--- config.mk ---
export PLATFORM = sky130hd
export DESIGN_NAME = puf_resp_gen
export DESIGN_NICKNAME = d
export VERILOG_FILES = /design/src/rtl/puf_pkg.sv /design/src/rtl/ro_edge_counter.sv /design/src/rtl/puf_resp_gen.sv
export SDC_FILE = /design/constraint.sdc
export NUM_CORES = 1
export LEC_CHECK = 0
export BUFFER_PORTS_ARGS = -buffer_cell sky130_fd_sc_hd__buf_4
export CORE_MARGIN = 2
export CORE_UTILIZATION = 50
export DETAILED_ROUTE_END_ITERATION = 12
export GPL_ROUTABILITY_DRIVEN = 0
export PLACE_DENSITY = 0.67
export SYNTH_ARGS = -nofsm -noshare
export SYNTH_HDL_FRONTEND = slang
export SYNTH_SLANG_ARGS = --single-unit
--- constraint.sdc ---
create_clock -name clk -period 2.1 [get_ports clk]
set_input_delay 0.42 -clock clk [delete_from_list [all_inputs] [get_ports clk]]
set_output_delay 0.42 -clock clk [all_outputs]
set_load 0.01 [all_outputs]
--- src/rtl/puf_pkg.sv ---
// Shared types and default constants for the ring-oscillator PUF response generator.
package puf_pkg;

    typedef enum logic [2:0] {
        IDLE,
        SETTLE,
        COUNT,
        COMPARE,
        DONE
    } state_t;

    localparam int DEF_RESP_BITS     = 8;
    localparam int DEF_WINDOW_CYCLES = 1024;
    localparam int DEF_SETTLE_CYCLES = 16;
    localparam int DEF_CNT_W         = 16;

endpackage

--- src/rtl/ro_edge_counter.sv ---
// Synchronizes one asynchronous oscillator output, detects rising edges and
// counts them into a saturating counter while enabled.
module ro_edge_counter
    import puf_pkg::*;
#(
    parameter int CNT_W = DEF_CNT_W
) (
    input  logic             clk,
    input  logic             rst,
    input  logic             ro,
    input  logic             clear,
    input  logic             en,
    output logic [CNT_W-1:0] cnt
);

    logic sync_p0;
    logic sync_p1;
    logic prev_p2;
    logic rise;

    function automatic logic [CNT_W-1:0] sat_inc(input logic [CNT_W-1:0] val);
        if (val == {CNT_W{1'b1}}) begin
            return val;
        end
        return val + 1'b1;
    endfunction

    // p0/p1: two-flop synchronizer, p2: previous synchronized level
    always_ff @(posedge clk) begin
        if (rst) begin
            sync_p0 <= 1'b0;
            sync_p1 <= 1'b0;
            prev_p2 <= 1'b0;
        end else begin
            sync_p0 <= ro;
            sync_p1 <= sync_p0;
            prev_p2 <= sync_p1;
        end
    end

    assign rise = sync_p1 & ~prev_p2;

    always_ff @(posedge clk) begin
        if (rst) begin
            cnt <= '0;
        end else if (clear) begin
            cnt <= '0;
        end else if (en && rise) begin
            cnt <= sat_inc(cnt);
        end
    end

endmodule

--- src/rtl/puf_resp_gen.sv ---
// Ring-oscillator PUF: for each challenge, races oscillator A against B over a
// fixed window and records which one produced more edges.
module puf_resp_gen
    import puf_pkg::*;
#(
    parameter int RESP_BITS     = DEF_RESP_BITS,
    parameter int WINDOW_CYCLES = DEF_WINDOW_CYCLES,
    parameter int SETTLE_CYCLES = DEF_SETTLE_CYCLES,
    parameter int CNT_W         = DEF_CNT_W
) (
    input  logic                         clk,
    input  logic                         rst,
    input  logic                         start,
    input  logic                         ro_a,
    input  logic                         ro_b,
    output logic                         ro_en,
    output logic [$clog2(RESP_BITS)-1:0] challenge,
    output logic                         busy,
    output logic                         valid,
    output logic [RESP_BITS-1:0]         response
);

    localparam int IDX_W   = $clog2(RESP_BITS);
    localparam int MAX_CYC = (WINDOW_CYCLES > SETTLE_CYCLES) ? WINDOW_CYCLES : SETTLE_CYCLES;
    localparam int TMR_W   = $clog2(MAX_CYC) + 1;

    localparam logic [IDX_W-1:0] LAST_IDX   = IDX_W'(RESP_BITS - 1);
    localparam logic [TMR_W-1:0] SETTLE_END = TMR_W'(SETTLE_CYCLES - 1);
    localparam logic [TMR_W-1:0] WINDOW_END = TMR_W'(WINDOW_CYCLES - 1);

    state_t              state;
    state_t              state_next;
    logic [IDX_W-1:0]    index;
    logic [TMR_W-1:0]    tmr;
    logic [RESP_BITS-1:0] resp_q;
    logic [CNT_W-1:0]    cnt_a;
    logic [CNT_W-1:0]    cnt_b;
    logic                settle_done;
    logic                window_done;
    logic                last_bit;
    logic                cnt_clear;
    logic                cnt_en;

    assign settle_done = (tmr == SETTLE_END);
    assign window_done = (tmr == WINDOW_END);
    assign last_bit    = (index == LAST_IDX);

    // Counters are cleared on the last settle cycle so the window starts from zero.
    assign cnt_clear = (state == SETTLE) && settle_done;
    assign cnt_en    = (state == COUNT);

    ro_edge_counter #(.CNT_W(CNT_W)) u_cnt_a (
        .clk   (clk),
        .rst   (rst),
        .ro    (ro_a),
        .clear (cnt_clear),
        .en    (cnt_en),
        .cnt   (cnt_a)
    );

    ro_edge_counter #(.CNT_W(CNT_W)) u_cnt_b (
        .clk   (clk),
        .rst   (rst),
        .ro    (ro_b),
        .clear (cnt_clear),
        .en    (cnt_en),
        .cnt   (cnt_b)
    );

    always_ff @(posedge clk) begin
        if (rst) begin
            state <= IDLE;
        end else begin
            state <= state_next;
        end
    end

    always_comb begin
        state_next = state;
        case (state)
            IDLE:    if (start) state_next = SETTLE;
            SETTLE:  if (settle_done) state_next = COUNT;
            COUNT:   if (window_done) state_next = COMPARE;
            COMPARE: state_next = last_bit ? DONE : SETTLE;
            DONE:    state_next = IDLE;
            default: state_next = IDLE;
        endcase
    end

    always_ff @(posedge clk) begin
        if (rst) begin
            index  <= '0;
            tmr    <= '0;
            resp_q <= '0;
        end else begin
            case (state)
                IDLE: begin
                    if (start) begin
                        index  <= '0;
                        tmr    <= '0;
                        resp_q <= '0;
                    end
                end
                SETTLE:  tmr <= settle_done ? '0 : tmr + 1'b1;
                COUNT:   tmr <= window_done ? '0 : tmr + 1'b1;
                COMPARE: begin
                    // Strictly greater: a tie resolves to 0.
                    resp_q[index] <= (cnt_a > cnt_b);
                    tmr           <= '0;
                    if (!last_bit) begin
                        index <= index + 1'b1;
                    end
                end
                default: ;
            endcase
        end
    end

    assign ro_en     = (state == SETTLE) || (state == COUNT);
    assign busy      = (state != IDLE);
    assign valid     = (state == DONE);
    assign challenge = index;
    assign response  = resp_q;

endmodule

-- Yosys cells after proc, flatten, opt, wreduce, memory -nomap -nowiden
Index checks and enable logic that the tools add are counted.
- register bits after elaboration: 63
- latch bits: 0
- RAM bits: 0
- bits in read-only memories: 0
- input port bits: 5
- word-level logic and storage cells: 81
- memories: 0
- $add $sub $neg: 4
- multipliers: 0
- div/mod/pow operators: 0
- $lt $le $gt $ge: 3
- eq/ne operators: 15
- shifts and indexed selects: 0
- muxes and demuxes: 27
- bitwise gates (word level): 4
- reduce and logical (&&, ||, !) cells: 16
- operators by type and width (operator ; count):
    $pmux 11 s4 ; 1
    $mux 11 ; 3
    $add 16x1->16 const B ; 2
    $eq 16x16->1 const B ; 2
    $mux 16 ; 2
    $mux 3 ; 6
    $gt 16x16->1 ; 1
    $pmux 8 s2 ; 1
    $ne 2x2->1 const B ; 6
    $pmux 3 s4 ; 1
    $add 11x1->11 const B ; 1
    $eq 11x10->1 const B ; 1
    $eq 11x4->1 const B ; 1
    $mux 1 ; 9
    $bwmux 8 ; 1
    $mux 8 ; 1
    $reduce_and 2->1 ; 4
    $eq 3x2->1 const B ; 2
    $eq 3x3->1 const B ; 2
    $pmux 3 s2 ; 1
    $reduce_and 3->1 ; 2
    $logic_and 1x1->1 ; 4
    $lt 3x4->1 const B ; 1
    $reduce_bool 4->1 ; 1
    other kinds (11) ; 13

-- Depth between registers and ports, before layout
- depth in word-level cells: 8
- gate-level depth with buffers: 8
- mapped depth without buffers: 7

-- Modules after synthesis
A second synthesis with hierarchy kept.
- cells, all modules: 438
- area, all modules: 3624.7 µm²
- by module, submodules not included (module ; times used ; cells each ; area each (µm²)):
    ro_edge_counter ; 2 ; 107 ; 937.1
    puf_resp_gen ; 1 ; 224 ; 1750.4

-- Worst setup path before layout
OpenSTA, ideal clock, no wires.
- path type: register to register
- start point: register u_cnt_b.cnt[0]
- end point: register u_cnt_b.cnt[1]
- arrival time: 1.886 ns
- data required time: 1.972 ns
- path slack: 0.086 ns
- stages on the path, launching flop included: 7
- clock period less this slack: 2.014 ns
- cells stage by stage: dfxtp_1 -> ha_1 -> nand2_1 -> nor3_2 -> a21oi_1 -> mux2i_1 -> nor2_1
- longest elaborated chain between the ends: 7
- elaborated cells on any way between the ends: 9
- those cells by class: add/sub (1); eq/ne (2); mux (5); reduce/logical (1)
- RTL lines (item ; RTL line ; RTL):
    start, declared ; ro_edge_counter.sv:13 ; output logic [CNT_W-1:0] cnt
    start signal, assigned ; ro_edge_counter.sv:49 ; cnt <= sat_inc(cnt);
    $eq 16x16->1 ; ro_edge_counter.sv:22 ; if (val == {CNT_W{1'b1}}) begin
    $mux 1 ; ro_edge_counter.sv:22 ;
    $mux 1 ; ro_edge_counter.sv:48 ; end else if (en && rise) begin
    $mux 1 ; ro_edge_counter.sv:46 ; end else if (clear) begin
    $mux 1 ; ro_edge_counter.sv:44 ; if (rst) begin
    $ne 2x2->1 (no source line) ; n/a ;
    $reduce_and 2->1 (no source line) ; n/a ;
Parallel ways exist; a longest one is shown, timed or not. The select of a mux whose other input is x is not followed.
A chain may end at the register's enable or synchronous reset.

-- Worst setup path after layout
- start point: register state[1]
- end point: register u_cnt_a.cnt[11]
- longest elaborated chain between the ends: 3
- elaborated cells on any way between the ends: 6
- those cells by class: eq/ne (2); reduce/logical (4)
- RTL lines (item ; RTL line ; RTL):
    start, declared ; puf_resp_gen.sv:31 ; state_t state;
    start signal, assigned ; puf_resp_gen.sv:74 ; state <= state_next;
    $eq 3x2->1 or $eq 3x1->1 (tied branches) ; puf_resp_gen.sv:50, puf_resp_gen.sv:49 ;
    $logic_and 1x1->1 (on tied branches) ; ro_edge_counter.sv:48, puf_resp_gen.sv:49 ;
    $reduce_and 2->1 (no source line) or $reduce_or 2->1 (tied branches) ; n/a ;
    end signal, assigned ; ro_edge_counter.sv:49 ;
    end, declared ; ro_edge_counter.sv:13 ;
Parallel ways exist; a longest one is shown, timed or not.

==> results.toml <==
[timing]
finalSetupViolations = 0
fin_worst_skew_ns = 0.00842
fin_crit_sh_pct = 95.4
slew_viol_final = 0
slew_headroom_pct = 61.7
min_period_ns = 2.00
tightest_slew_ns = 0.559
max_freq_ghz = 0.499
hold_viol = 0
setup_tns_ns = 0
rsz0062_at_grt = "false"
hold-worst-slack_ns = 0.286
finalWorstSetupSlack_ns = 0.0969

[final_layout]
regArea_sq_um = 1260
nets = 475
syn2layout_area_growth_pct = 14.8
fillers = 619
layout.cells.most_common = "dfxtp_1"
drive_gt1_share_pct = 16.7
num_antenna_cells = 0
layout_common_cells = "dfxtp_1, nor2_1, buf_4, nand2_1, ha_1"
final_area_sq_um = 4120
multi_input_area_sq_um = 2170

[clock_network]
cts_buffers = 9
cts.sinks = 63
cts_tree = "built"
cts_root_buf = "clkbuf_8"
htree_levels = 3
clk_pin_slew_ns = 0.07
insertion_delay_ns = 0.34
cts-resized-gates = 0
clockBufferDepth = 2
ctsHoldBuffers = 0

[synthesis]
yosys_register_bits = 63
synth_edf_count = 0
synth_nets = 437
avgSynthCellArea_sq_um = 8.74
netlist_area_sq_um = 3590
ys.flop_type = "dfxtp_1"
synth_seq_area_share_pct = 35.1
synthCells = 411
ys_async_sr_fraction_pct = 0
synth_cell_types = 54
yosysWarnings = 0

[placed_design]
postPlaceCellArea_sq_um = 3950
pre_cts_slack_ns = 0.141
port_buffers = 18
hpwl_mm = 5.52

[worst_setup_path]
path_max_fanout = 7
cpPeakStageDelay_ns = 0.39
slowest_stage = "nor4_1"
cp_cell_sequence = "or3b_1 > buf_4 > nor4_1 > buf_4 > o2111ai_1 > xor2_1 > nor2_1"
cp.required_ns = 2.33
critPathCaptureType = "flop"
start_kind = "flop"
crit_arrival_ns = 2.23
path_common_cell = "buf_4"
r2r_cells = 7
crit_type = "flop to flop"

[grt]
grt_pass1_vias = 2985
antenna_found_initial = 0
grt_pass1_wl_mm = 13.2
grt_max_degree = 35
grt_use_total_pct = 21.4
grt_overflow = 0

[die]
io_pins = 19
die_w_um = 88.8
dieArea_sq_um = 7880
start_util_pct = 52.3
dieHeight_um = 88.8
rows = 30
coreArea_sq_um = 6870

[drt]
vias = 3129
first_pass_iters = 4
routed_wl_mm = 7.69
drc = 0
wl_per_cell_um = 14.0
drtIter0Drc = 117
antenna_left = 0
via_per_inst = 5.69

[power_and_ir_drop]
p_sw_uw = 885
ir_drop_uv = 678
p_leak_uw = 0.00146
p_int_uw = 1970
comb_power_share_pct = 22.8
power.density_nw_per_um2 = 692
pwr-share-seq_pct = 44.4
clkPwrFrac_pct = 32.8
switching_share_pct = 31.0
finalPower_uw = 2850

[min_path]
min_path_cells = 2
hp-class = "input port to flop"

[run]
drv_cap = 0

[run_status]
status = "complete, no violations"
## power groups by stage
stage | Combinational [uW] | Clock (uW) | Sequential [uW]
floorplan | 474 | 0 | 1290
global placement | 645 | 0 | 1290
detailed placement | 652 | 0 | 1290
CTS | 655 | 966 | 1260
global route | 726 | 1020 | 1270
finish | 650 | 936 | 1270
## synth_stat cells (all sizes together) (6+ instances only)
cell     number  area share (%)
a2111oi      10             4.7
a21oi        19             2.6
clkbuf       11             1.1
dfxtp        63              35
ha           21             7.3
inv          20             2.1
nand2        28             2.9
nand2b        6             1.0
nand3        15             2.1
nand4        10             1.7
nor2         45             4.7
nor2b         9             1.6
nor3         12             1.8
nor4         11             2.4
o211ai        8             1.7
o21ai        14             2.0
o31ai         6             1.3
or4           6             1.3
xnor2        19             4.6
xor2          8             2.0
## area by class of cell
| class | count | share of cell area [%] |
|---|---|---|
| multi-input cells | 312 | 52.6 |
| flip-flops and latches | 63 | 30.6 |
| repair buffers | 43 | 7.83 |
| clock buffers | 11 | 3.43 |
| well taps | 96 | 2.91 |
| inverters | 20 | 1.82 |
| clock inverters | 5 | 0.819 |
## path summary, 6_finish.rpt
kind / start / to / slack (ns)
hold / removal: ro_b / u_cnt_b.sync_p0$_SDFF_PP0_ / 0.29
setup reg to reg: state[1]$_SDFFE_PP0P_ / u_cnt_a.cnt[11]$_SDFFE_PP0P_ / 0.1
hold reg to reg: u_cnt_a.sync_p0$_SDFF_PP0_ / u_cnt_a.sync_p1$_SDFF_PP0_ / 0.44
setup / recovery: state[1]$_SDFFE_PP0P_ / u_cnt_a.cnt[11]$_SDFFE_PP0P_ / 0.1
## metrics by stage
stage	cells	utilization (%)
final	550	60.0
after global routing	550	60.0
after CTS	550	60.0
after detailed placement	534	57.5
after global placement	534	57.5
after floorplan	411	-
## registers in the layout (all words and copies together), names as in the netlist, 3 cells and up
register / flops
challenge: 3
u_cnt_a.cnt: 16
state: 3
response: 8
u_cnt_b.cnt: 16
tmr: 11
## worst max-delay path: cells and delay by family, from the launching register on
family                    cells  cell delay, ns
AOI/OAI and AO/OA             1            0.16
xor gates and xnor gates      1            0.18
buffers and inverters         2            0.38
DFF                           1            0.34
and+or+nand+nor               3            0.81
## routing by layer
layer	global-route usage [%]	wire length [um]	vias up
met5	0	0	-
met4	6.75	129	0
met3	5.88	265	13
met2	36.8	3710	55
met1	25.9	3580	1479
li1	-	-	1582
## logic make-up after synthesis
group	count (synthesis)	synth area share (%)
compound gates	83	18.1
xor+xnor	27	6.58
fa+ha+maj	21	7.31
buf+inv	36	4.53
flops	63	35.1
mux	5	1.39
simple gates	176	27.0
## what timing repair did
action,CTS,global route
setup endpoints to repair,0,1
endpoints found under the hold margin,0,0
setup buffers,0,0
(Power assumes the default switching activity.)
